<file path="src/rtl/vlc_pkg.sv">
// Shared VLC definitions: Golomb-Rice decoder state encoding and sizing constants.
package vlc_pkg;
  localparam int unsigned GR_K_W            = 3;
  localparam int unsigned BUF_W             = 64;
  localparam int unsigned LVL_W             = 7;
  localparam int unsigned GRD_MAX_Q_DEFAULT = 28;

  typedef enum logic [1:0] {
    S_IDLE,
    S_PREFIX,
    S_SUFFIX,
    S_OUT
  } grd_state_t;
endpackage

</file>
<file path="src/rtl/golomb_rice_decode_lzc64.sv">
// Leading-zero count over the top i_len bits of a 64-bit left-justified vector,
// saturating at i_len when none of those bits is set.
module lzc64
  import vlc_pkg::*;
(
  input  logic [BUF_W-1:0] i_vec,
  input  logic [LVL_W-1:0] i_len,
  output logic [LVL_W-1:0] o_cnt
);
  logic w_found;

  always_comb begin
    o_cnt   = i_len;
    w_found = 1'b0;
    for (int unsigned i = 0; i < BUF_W; i++) begin
      if (!w_found && (LVL_W'(i) < i_len) && i_vec[6'(BUF_W - 1 - i)]) begin
        o_cnt   = LVL_W'(i);
        w_found = 1'b1;
      end
    end
  end
endmodule

</file>
<file path="src/rtl/golomb_rice_decode.sv">
// Bit-serial Golomb-Rice decoder: unary prefix, k-bit suffix, optional sign bit,
// fed from a 64-bit left-justified refill buffer.
module golomb_rice_decode
  import vlc_pkg::*;
#(
  parameter int unsigned MAX_Q = GRD_MAX_Q_DEFAULT
) (
  input  logic              clk,
  input  logic              reset,
  input  logic [31:0]       in_data,
  input  logic              in_valid,
  output logic              in_ready,
  input  logic [GR_K_W-1:0] cmd_k,
  input  logic              cmd_is_ac_level,
  input  logic              cmd_valid,
  output logic              cmd_ready,
  input  logic              flush,
  output logic [31:0]       val,
  output logic              is_minus,
  output logic [31:0]       codeword_length,
  output logic              err,
  output logic              out_valid,
  input  logic              out_ready
);
  grd_state_t        r_state, w_state_nxt;
  logic [BUF_W-1:0]  r_buf, w_buf_nxt;
  logic [LVL_W-1:0]  r_lvl, w_lvl_nxt;
  logic [GR_K_W-1:0] r_k, w_k_nxt;
  logic              r_ac, w_ac_nxt;
  logic [31:0]       r_q, w_q_nxt;
  logic [31:0]       r_val, w_val_nxt;
  logic              r_minus, w_minus_nxt;
  logic [31:0]       r_len, w_len_nxt;
  logic              r_err, w_err_nxt;

  logic [LVL_W-1:0]  w_z, w_scan, w_cons, w_rem, w_need;
  logic [31:0]       w_q_scan, w_low;
  logic              w_sign, w_accept;

  lzc64 u_lzc (
    .i_vec (r_buf),
    .i_len (r_lvl),
    .o_cnt (w_z)
  );

  assign in_ready        = (r_lvl <= LVL_W'(32)) && !flush;
  assign cmd_ready       = (r_state == S_IDLE);
  assign out_valid       = (r_state == S_OUT);
  assign val             = r_val;
  assign is_minus        = r_minus;
  assign codeword_length = r_len;
  assign err             = r_err;

  assign w_accept = in_valid && in_ready;
  assign w_need   = LVL_W'(r_k) + LVL_W'(r_ac);
  assign w_scan   = (w_z < r_lvl) ? w_z : r_lvl;
  assign w_q_scan = r_q + 32'(w_scan);
  assign w_low    = (r_k == '0) ? '0 : 32'(r_buf >> (LVL_W'(BUF_W) - LVL_W'(r_k)));
  assign w_sign   = r_buf[6'(BUF_W - 1) - 6'(r_k)];

  always_comb begin
    w_state_nxt = r_state;
    w_k_nxt     = r_k;
    w_ac_nxt    = r_ac;
    w_q_nxt     = r_q;
    w_val_nxt   = r_val;
    w_minus_nxt = r_minus;
    w_len_nxt   = r_len;
    w_err_nxt   = r_err;
    w_cons      = '0;
    case (r_state)
      S_IDLE: begin
        if (cmd_valid) begin
          w_k_nxt     = cmd_k;
          w_ac_nxt    = cmd_is_ac_level;
          w_q_nxt     = '0;
          w_state_nxt = S_PREFIX;
        end
      end
      S_PREFIX: begin
        // Scan covers only zeros; the terminating 1 is consumed only on a legal prefix.
        if (r_lvl != '0) begin
          if (w_q_scan > MAX_Q) begin
            w_cons      = w_scan;
            w_val_nxt   = '0;
            w_minus_nxt = 1'b0;
            w_len_nxt   = w_q_scan;
            w_err_nxt   = 1'b1;
            w_state_nxt = S_OUT;
          end else if (w_z < r_lvl) begin
            w_q_nxt     = w_q_scan;
            w_cons      = w_scan + LVL_W'(1);
            w_state_nxt = S_SUFFIX;
          end else begin
            w_q_nxt = w_q_scan;
            w_cons  = w_scan;
          end
        end
      end
      S_SUFFIX: begin
        if (r_lvl >= w_need) begin
          w_cons      = w_need;
          w_val_nxt   = (r_q << r_k) | w_low;
          w_minus_nxt = r_ac & w_sign;
          w_len_nxt   = r_q + 32'd1 + 32'(w_need);
          w_err_nxt   = 1'b0;
          w_state_nxt = S_OUT;
        end
      end
      S_OUT: begin
        if (out_ready) w_state_nxt = S_IDLE;
      end
      default: w_state_nxt = S_IDLE;
    endcase
  end

  // Refill lands right behind whatever survives this cycle's consumption.
  assign w_rem     = r_lvl - w_cons;
  assign w_buf_nxt = (r_buf << w_cons) | (w_accept ? ({in_data, 32'h0} >> w_rem) : '0);
  assign w_lvl_nxt = w_rem + (w_accept ? LVL_W'(32) : '0);

  always_ff @(posedge clk) begin
    if (reset) begin
      r_state <= S_IDLE;
      r_buf   <= '0;
      r_lvl   <= '0;
      r_k     <= '0;
      r_ac    <= 1'b0;
      r_q     <= '0;
      r_val   <= '0;
      r_minus <= 1'b0;
      r_len   <= '0;
      r_err   <= 1'b0;
    end else if (flush) begin
      r_state <= S_IDLE;
      r_buf   <= '0;
      r_lvl   <= '0;
    end else begin
      r_state <= w_state_nxt;
      r_buf   <= w_buf_nxt;
      r_lvl   <= w_lvl_nxt;
      r_k     <= w_k_nxt;
      r_ac    <= w_ac_nxt;
      r_q     <= w_q_nxt;
      r_val   <= w_val_nxt;
      r_minus <= w_minus_nxt;
      r_len   <= w_len_nxt;
      r_err   <= w_err_nxt;
    end
  end
endmodule

</file>
<file path="config.mk">
export PLATFORM = sky130hd
export DESIGN_NAME = golomb_rice_decode
export DESIGN_NICKNAME = d
export VERILOG_FILES = /design/src/rtl/vlc_pkg.sv /design/src/rtl/golomb_rice_decode_lzc64.sv /design/src/rtl/golomb_rice_decode.sv
export SDC_FILE = /design/constraint.sdc
export NUM_CORES = 1
export LEC_CHECK = 0
export CAP_MARGIN = 25
export CORE_MARGIN = 5
export CORE_UTILIZATION = 55
export DETAILED_ROUTE_END_ITERATION = 16
export HOLD_SLACK_MARGIN = 0.02
export PLACE_DENSITY = 0.87
export SLEW_MARGIN = 10
export SYNTH_ARGS = -nofsm -noshare
export SYNTH_HDL_FRONTEND = slang
export SYNTH_SLANG_ARGS = --single-unit
</file>
<file path="constraint.sdc">
create_clock -name clk -period 10.9 [get_ports clk]
set_input_delay 2.18 -clock clk [delete_from_list [all_inputs] [get_ports clk]]
set_output_delay 2.18 -clock clk [all_outputs]
set_load 0.02 [all_outputs]
</file>
# Word level (Yosys, flattened, before mapping)
# Index checks and enable logic that the tools add are counted.
# W data, S select, Z words.
# word_totals
register_bits	175
input_bits	42
output_inout_bits	69
word_cells	474
# op_classes
addsub	9
n_lt_le_gt_ge	69
n_eq_ne	10
shift	4
mux	165
bitwise_logic	4
n_reduce_logical	203
# ops
operator	n
$mux W7	68
$mux W32	10
$lt A6 B7 Y1 const A	32
$pmux W32 S2	3
$logic_and A1 B1 Y1	129
$lt A5 B7 Y1 const A	16
$mux W1	70
$logic_not A1 Y1	64
$mux W64	1
$or A64 B64 Y64	1
$shl A64 B7 Y64	1
$shr A64 B7 Y32	1
$shr A64 B7 Y64	1
$lt A4 B7 Y1 const A	8
$add A32 B1 Y32 const B	1
$add A32 B4 Y32	1
$add A32 B7 Y32	1
$gt A32 B5 Y1 const B	1
$or A32 B32 Y32	1
$shl A32 B3 Y32	1
$lt A3 B7 Y1 const A	4
$reduce_and A5 Y1	3
$lt A1 B7 Y1 const A	2
$lt A2 B7 Y1 const A	2
30 further kinds	42

# Depth between registers and ports, before layout
# logic_depth
depth_word	266
ltp_mapped	58
ltp_nobuf	46

# Hierarchy
# From an unflattened synthesis, not the netlist that was laid out.
# unflattened
cells_unflattened	2896
hier_area_um2	20828.7
# modules_own_cells
mod	n_inst	cells_each	area_each_um2	seq_area_each_um2
golomb_rice_decode	1	2501	18430.2	3503.4
lzc64	1	395	2398.6	0.0

# Least setup slack after synthesis
# OpenSTA, ideal clock, no wires.
# synth_path
kind	register -> register
start	register r_lvl[5]
end	register r_buf[19]
setup_time_ps	134
arrival_time_ps	10762
required_time_ps	10766
path_slack_ps	5
path_stages_with_launch	52
path_buffers	9
period_less_slack_ps	10895
cell_sequence	dfxtp_1 -> buf_2 -> or4b_1 -> buf_2 -> o21ai_1 -> a21oi_2 -> or4_4 -> nor4_4 -> o2111ai_1 -> o311ai_0 -> ha_1 -> a21o_1 -> a21o_1 -> a211oi_1 -> nand2_1 -> nor3_1 -> a41oi_1 -> nand2_1 -> [... 16 more ...] -> inv_2 -> buf_2 -> buf_2 -> buf_2 -> ha_1 -> o21ai_0 -> nand2b_1 -> a21o_1 -> a21oi_1 -> xnor2_1 -> nand3_1 -> nor2b_1 -> and3_1 -> buf_2 -> and2_1 -> clkbuf_1 -> a22oi_1 -> o22ai_1
# synth_via
elab_chain_cells	266
elab_cells_between_ends	401
classes_between	3 x add/sub; 68 x order compare; 2 x shift; 134 x mux; 1 x bitwise; 193 x reduce/logical
# synth_rtl
item	line_no	source
start: declaration	golomb_rice_decode.sv:27	logic [LVL_W-1:0] r_lvl, w_lvl_nxt;
start signal: assignment	golomb_rice_decode.sv:141	r_lvl <= w_lvl_nxt;
$lt A1 B7 Y1	golomb_rice_decode_lzc64.sv:16	if (!w_found && (LVL_W'(i) < i_len) && i_vec[6'(BUF_W - 1 - i)]) begin
$logic_and A1 B1 Y1	golomb_rice_decode_lzc64.sv:16	
$mux W1	golomb_rice_decode_lzc64.sv:16	
$logic_not A1 Y1	golomb_rice_decode_lzc64.sv:16	
$logic_and A1 B1 Y1 (2 in a row)	golomb_rice_decode_lzc64.sv:16	
$mux W1	golomb_rice_decode_lzc64.sv:16	
$logic_not A1 Y1	golomb_rice_decode_lzc64.sv:16	
$logic_and A1 B1 Y1 (2 in a row)	golomb_rice_decode_lzc64.sv:16	
[... 248 more ...]	-	
$gt A32 B5 Y1 / $mux W7 (equally long branches)	golomb_rice_decode.sv:83, golomb_rice_decode.sv:90	
$mux W7	golomb_rice_decode.sv:83	if (w_q_scan > MAX_Q) begin
$mux W7	golomb_rice_decode.sv:82	if (r_lvl != '0) begin
$pmux W7 S2	golomb_rice_decode.sv:71	case (r_state)
$sub A7 B7 Y7	golomb_rice_decode.sv:118	assign w_rem = r_lvl - w_cons;
$shr A64 B7 Y64	golomb_rice_decode.sv:119	assign w_buf_nxt = (r_buf << w_cons) | (w_accept ? ({in_data, 32'h0} >> w_rem) : '0);
$mux W64	golomb_rice_decode.sv:119	
$or A64 B64 Y64 *	golomb_rice_decode.sv:119	
end signal: assignment	golomb_rice_decode.sv:140	r_buf <= w_buf_nxt;
end: declaration	golomb_rice_decode.sv:26	logic [BUF_W-1:0] r_buf, w_buf_nxt;
# Mark *: on every way between the ends. The rest lies on a longest branch, timed or not.
# A chain may end at the register's enable or synchronous reset.

# Worst setup path after layout
# layout_path
start	register r_lvl[6]
end	register r_buf[32]
# The elaborated chain is that of the path after synthesis.

==> impl_metrics.csv <==
group,metric,value,unit
sta,worst_pin_slew,1020,ps
power_and_ir_drop,irDropWorstVdd,117,uV
logic_synthesis,yosysTopAreaCell,"mux2i_1",
floorplan,dieArea,39800,um2
place,dp_slack,-544,ps
power_and_ir_drop,p_leak,8.68,nW
final_layout,fin_nets,2729,
floorplan,start_util,55.7,%
power_and_ir_drop,total_power,1.79,mW
critical_path,timing.rr.end,"r_buf[32]",
global_routing,grt_pass1_wl,128000,um
power_and_ir_drop,power.density,78.8,nW/um2
sta,finalCriticalPeriod,10770,ps
clock_tree,cts_buffer_depth,2,
critical_path,rrSetupSlack,130,ps
clock_tree,clock_latency,480,ps
critical_path,start_kind,"register",
critical_path,path_class,"reg -> reg",
global_routing,gr-total-overflow,0,
logic_synthesis,synth_edf_count,0,
final_layout,syn2layout_area_growth,15.1,%
clock_tree,cts_buffers,17,
sta,setup_viol,0,
critical_path,crit_slowest_cell,"or4b_4",
logic_synthesis,ys_seq_area_share,17.7,%
sta,max_freq,92.9,MHz
routing,ant_nets,0,
routing,wl_per_cell,27.7,um
clock_tree,clkTransAtPathRegs,80,ps
clock_tree,clock_sinks,175,
floorplan,ios,111,
floorplan,fp.dieW,199,um
sta,layout_setup_ws,130,ps
critical_path,crit_fanout,41,
final_layout,layout-drive-gt1-share,14.7,%
global_routing,grt_max_degree,74,
routing,drc,0,
routing,viasPerCell,7.15,
critical_path,slowest_delay,650,ps
sta,relSlewSlack,31.8,%
worst_hold_path,whs_path_depth,2,
logic_synthesis,synth_cell_types,108,
routing,drt_first_pass_iters,6,
logic_synthesis,ys_ff_latch,175,
clock_tree,cts_max_level,4,
clock_tree,cts_tree,"yes",
place,dp_cells,3073,
logic_synthesis,syn_area,19700,um2
clock_tree,clockRootBuffer,"clkbuf_16",
critical_path,critical_path.most_common_cell,"a21oi_1",
logic_synthesis,synthArstFlopShare,0,%
global_routing,grtUsageTotal,41.8,%
final_layout,nFillCells,3109,
sta,clock_skew,15.6,ps
critical_path,worstPathArrival,11110,ps
floorplan,rows,69,
floorplan,core,35500,um2
final_layout,regArea,3510,um2
worst_hold_path,min_to,"val[2]",
routing,route.vias.total,22300,
worst_hold_path,min_path_type,"reg -> reg",
floorplan,die_h,199,um
sta,hold_violations,0,
final_layout,fin_util,64.0,%
global_routing,grt_pass1_vias,20800,
final_layout,multi_input_area,15300,um2
global_routing,antenna_found_initial,1,
logic_synthesis,synthFlopType,"dfxtp_1",
critical_path,reg2reg_depth,48,
job,drv_cap,0,
logic_synthesis,synth_common_cells,"mux2i_1, nand2_1, nor2_1",
routing,totalWireLength,86400,um
logic_synthesis,syn_nets,2662,
place,portBuffers,110,
place,routabilityCongestion,1.11,
logic_synthesis,synth_top_area_share,18.6,%
clock_tree,cts_hold_buf,0,
critical_path,r2r_start,"r_lvl[6]",
critical_path,crit_required,11240,ps
sta,finalCritPeriodShare,98.8,%
sta,tns,0,ps
run_status,status,"finished clean",
logic_synthesis,avgSynthCellArea,7.65,um2
sta,final_max_slew_viol_count,0,
critical_path,endpoint_kind,"register",
final_layout,antenna_cells,0,
logic_synthesis,yosysMostFrequentCell,"mux2i_1",
logic_synthesis,yosysWarnings,0,
final_layout,instances_no_fill,3121,
worst_hold_path,hold_start,"val[2]",
logic_synthesis,netlist_instances,2580,
logic_synthesis,ys_top_cells_by_area,"mux2i_1, dfxtp_1, nand2_1",
routing,first_iter_violations,3306,
place,dp_hpwl,67600,um
-- how the worst max path moves through the flow --
| stage | from | endpoint | slack, ps | depth (start not counted) |
|---|---|---|---|---|
| finish | r_lvl[6] | r_buf[32] | 130 | 48 |
| global route | r_lvl[6] | r_buf[56] | -170 | 50 |
| CTS | r_lvl[3] | r_buf[61] | 7 | 50 |
| detailed placement | r_lvl[5] | r_buf[27] | -540 | 45 |
| global placement | r_lvl[5] | r_buf[60] | -290 | 44 |
| floorplan | r_lvl[5] | r_buf[19] | 5 | 51 |
-- routing by layer --
layer / track usage [%] / share of wire [%] / vias to the layer above
met2: 65.2 / 43 / 1590
met1: 52.9 / 37 / 10500
met5: 0 / 0.010 / -
met3: 9.44 / 12 / 427
met4: 24.9 / 7.7 / 2
li1: - / - / 9778
-- power breakdown --
part	leakage, nW	total [mW]	internal (mW)	switching (mW)
combinational	6.96	0.463	0.181	0.282
sequential	1.42	0.668	0.652	0.0166
clock	0.302	0.659	0.332	0.327
-- repair_timing --
| item | CTS | global route |
|---|---|---|
| gates resized for setup | 22 | 58 |
| pin swaps | 6 | 8 |
| cloned | 1 | 1 |
| setup endpoints to repair | 64 | 67 |
| endpoints found under the hold margin | 0 | 0 |
| setup buffers | 9 | 6 |
-- critical path: cells and delay by family (launching register included) --
| family | cells | cell delay, ps |
|---|---|---|
| multiplexers | 4 | 800 |
| adder cells (fa/ha/maj) | 4 | 1380 |
| AO/OA/AOI/OAI | 18 | 3930 |
| flip-flops | 1 | 360 |
| AND/OR/NAND/NOR | 13 | 2890 |
| buffers and inverters | 9 | 1250 |
-- flip-flops by register name, summed over array words and instances (netlist names) --
name	count
err	1
codeword_length	32
r_k	3
r_q	32
is_minus	1
r_buf	64
val	32
r_lvl	7
r_state	2
r_ac	1
-- area by class of cell --
| class | instances | share of cell area, % |
|---|---|---|
| tap | 461 | 2.54 |
| clock buffer | 17 | 1.87 |
| timing repair buffer | 282 | 10.8 |
| multi-input combinational | 2110 | 67.4 |
| clock inverter | 15 | 0.848 |
| inverter | 61 | 1.02 |
| sequential | 175 | 15.4 |
-- kinds of logic after synthesis --
| logic type | synth area share [%] |
|---|---|
| xor+xnor | 2.44 |
| fa+ha+maj | 2.70 |
| simple gates | 20.2 |
| flops | 17.7 |
| compound gates | 25.2 |
| mux | 25.3 |
| buf+inv | 6.37 |
-- metrics by stage --
stage / hold WS [ps] / cell area, um2
after floorplan: 463 / 19700
after global placement: 440 / 21700
after detailed placement: 446 / 21700
after CTS: 455 / 22500
after global routing: 466 / 22700
final: 456 / 22700
-- placed cells by master, fill, tap and decap left out, types with 10 or more instances in the layout --
master,synthesis,final
a211oi_1,52,49
a21o_1,21,20
a21oi_1,167,165
a22oi_1,89,89
a31oi_1,28,28
and2_1,58,54
and3_1,17,16
buf_4,6,163
clkbuf_16,0,17
clkdlybuf4s50_1,0,109
dfxtp_1,175,170
ha_1,37,33
inv_1,54,54
mux2_2,20,20
mux2i_1,367,366
mux4_2,48,48
nand2_1,294,290
nand2b_1,20,20
nand3_1,77,74
nand4_1,24,24
nor2_1,210,208
nor2b_1,25,25
nor3_1,41,38
o211ai_1,18,18
o21a_1,14,12
o21ai_0,117,106
o21ai_1,10,13
o221ai_1,14,13
o22ai_1,62,61
or2_2,12,12
or3_1,11,10
xnor2_1,30,27
xor2_1,25,24
(Power assumes the default switching activity.)
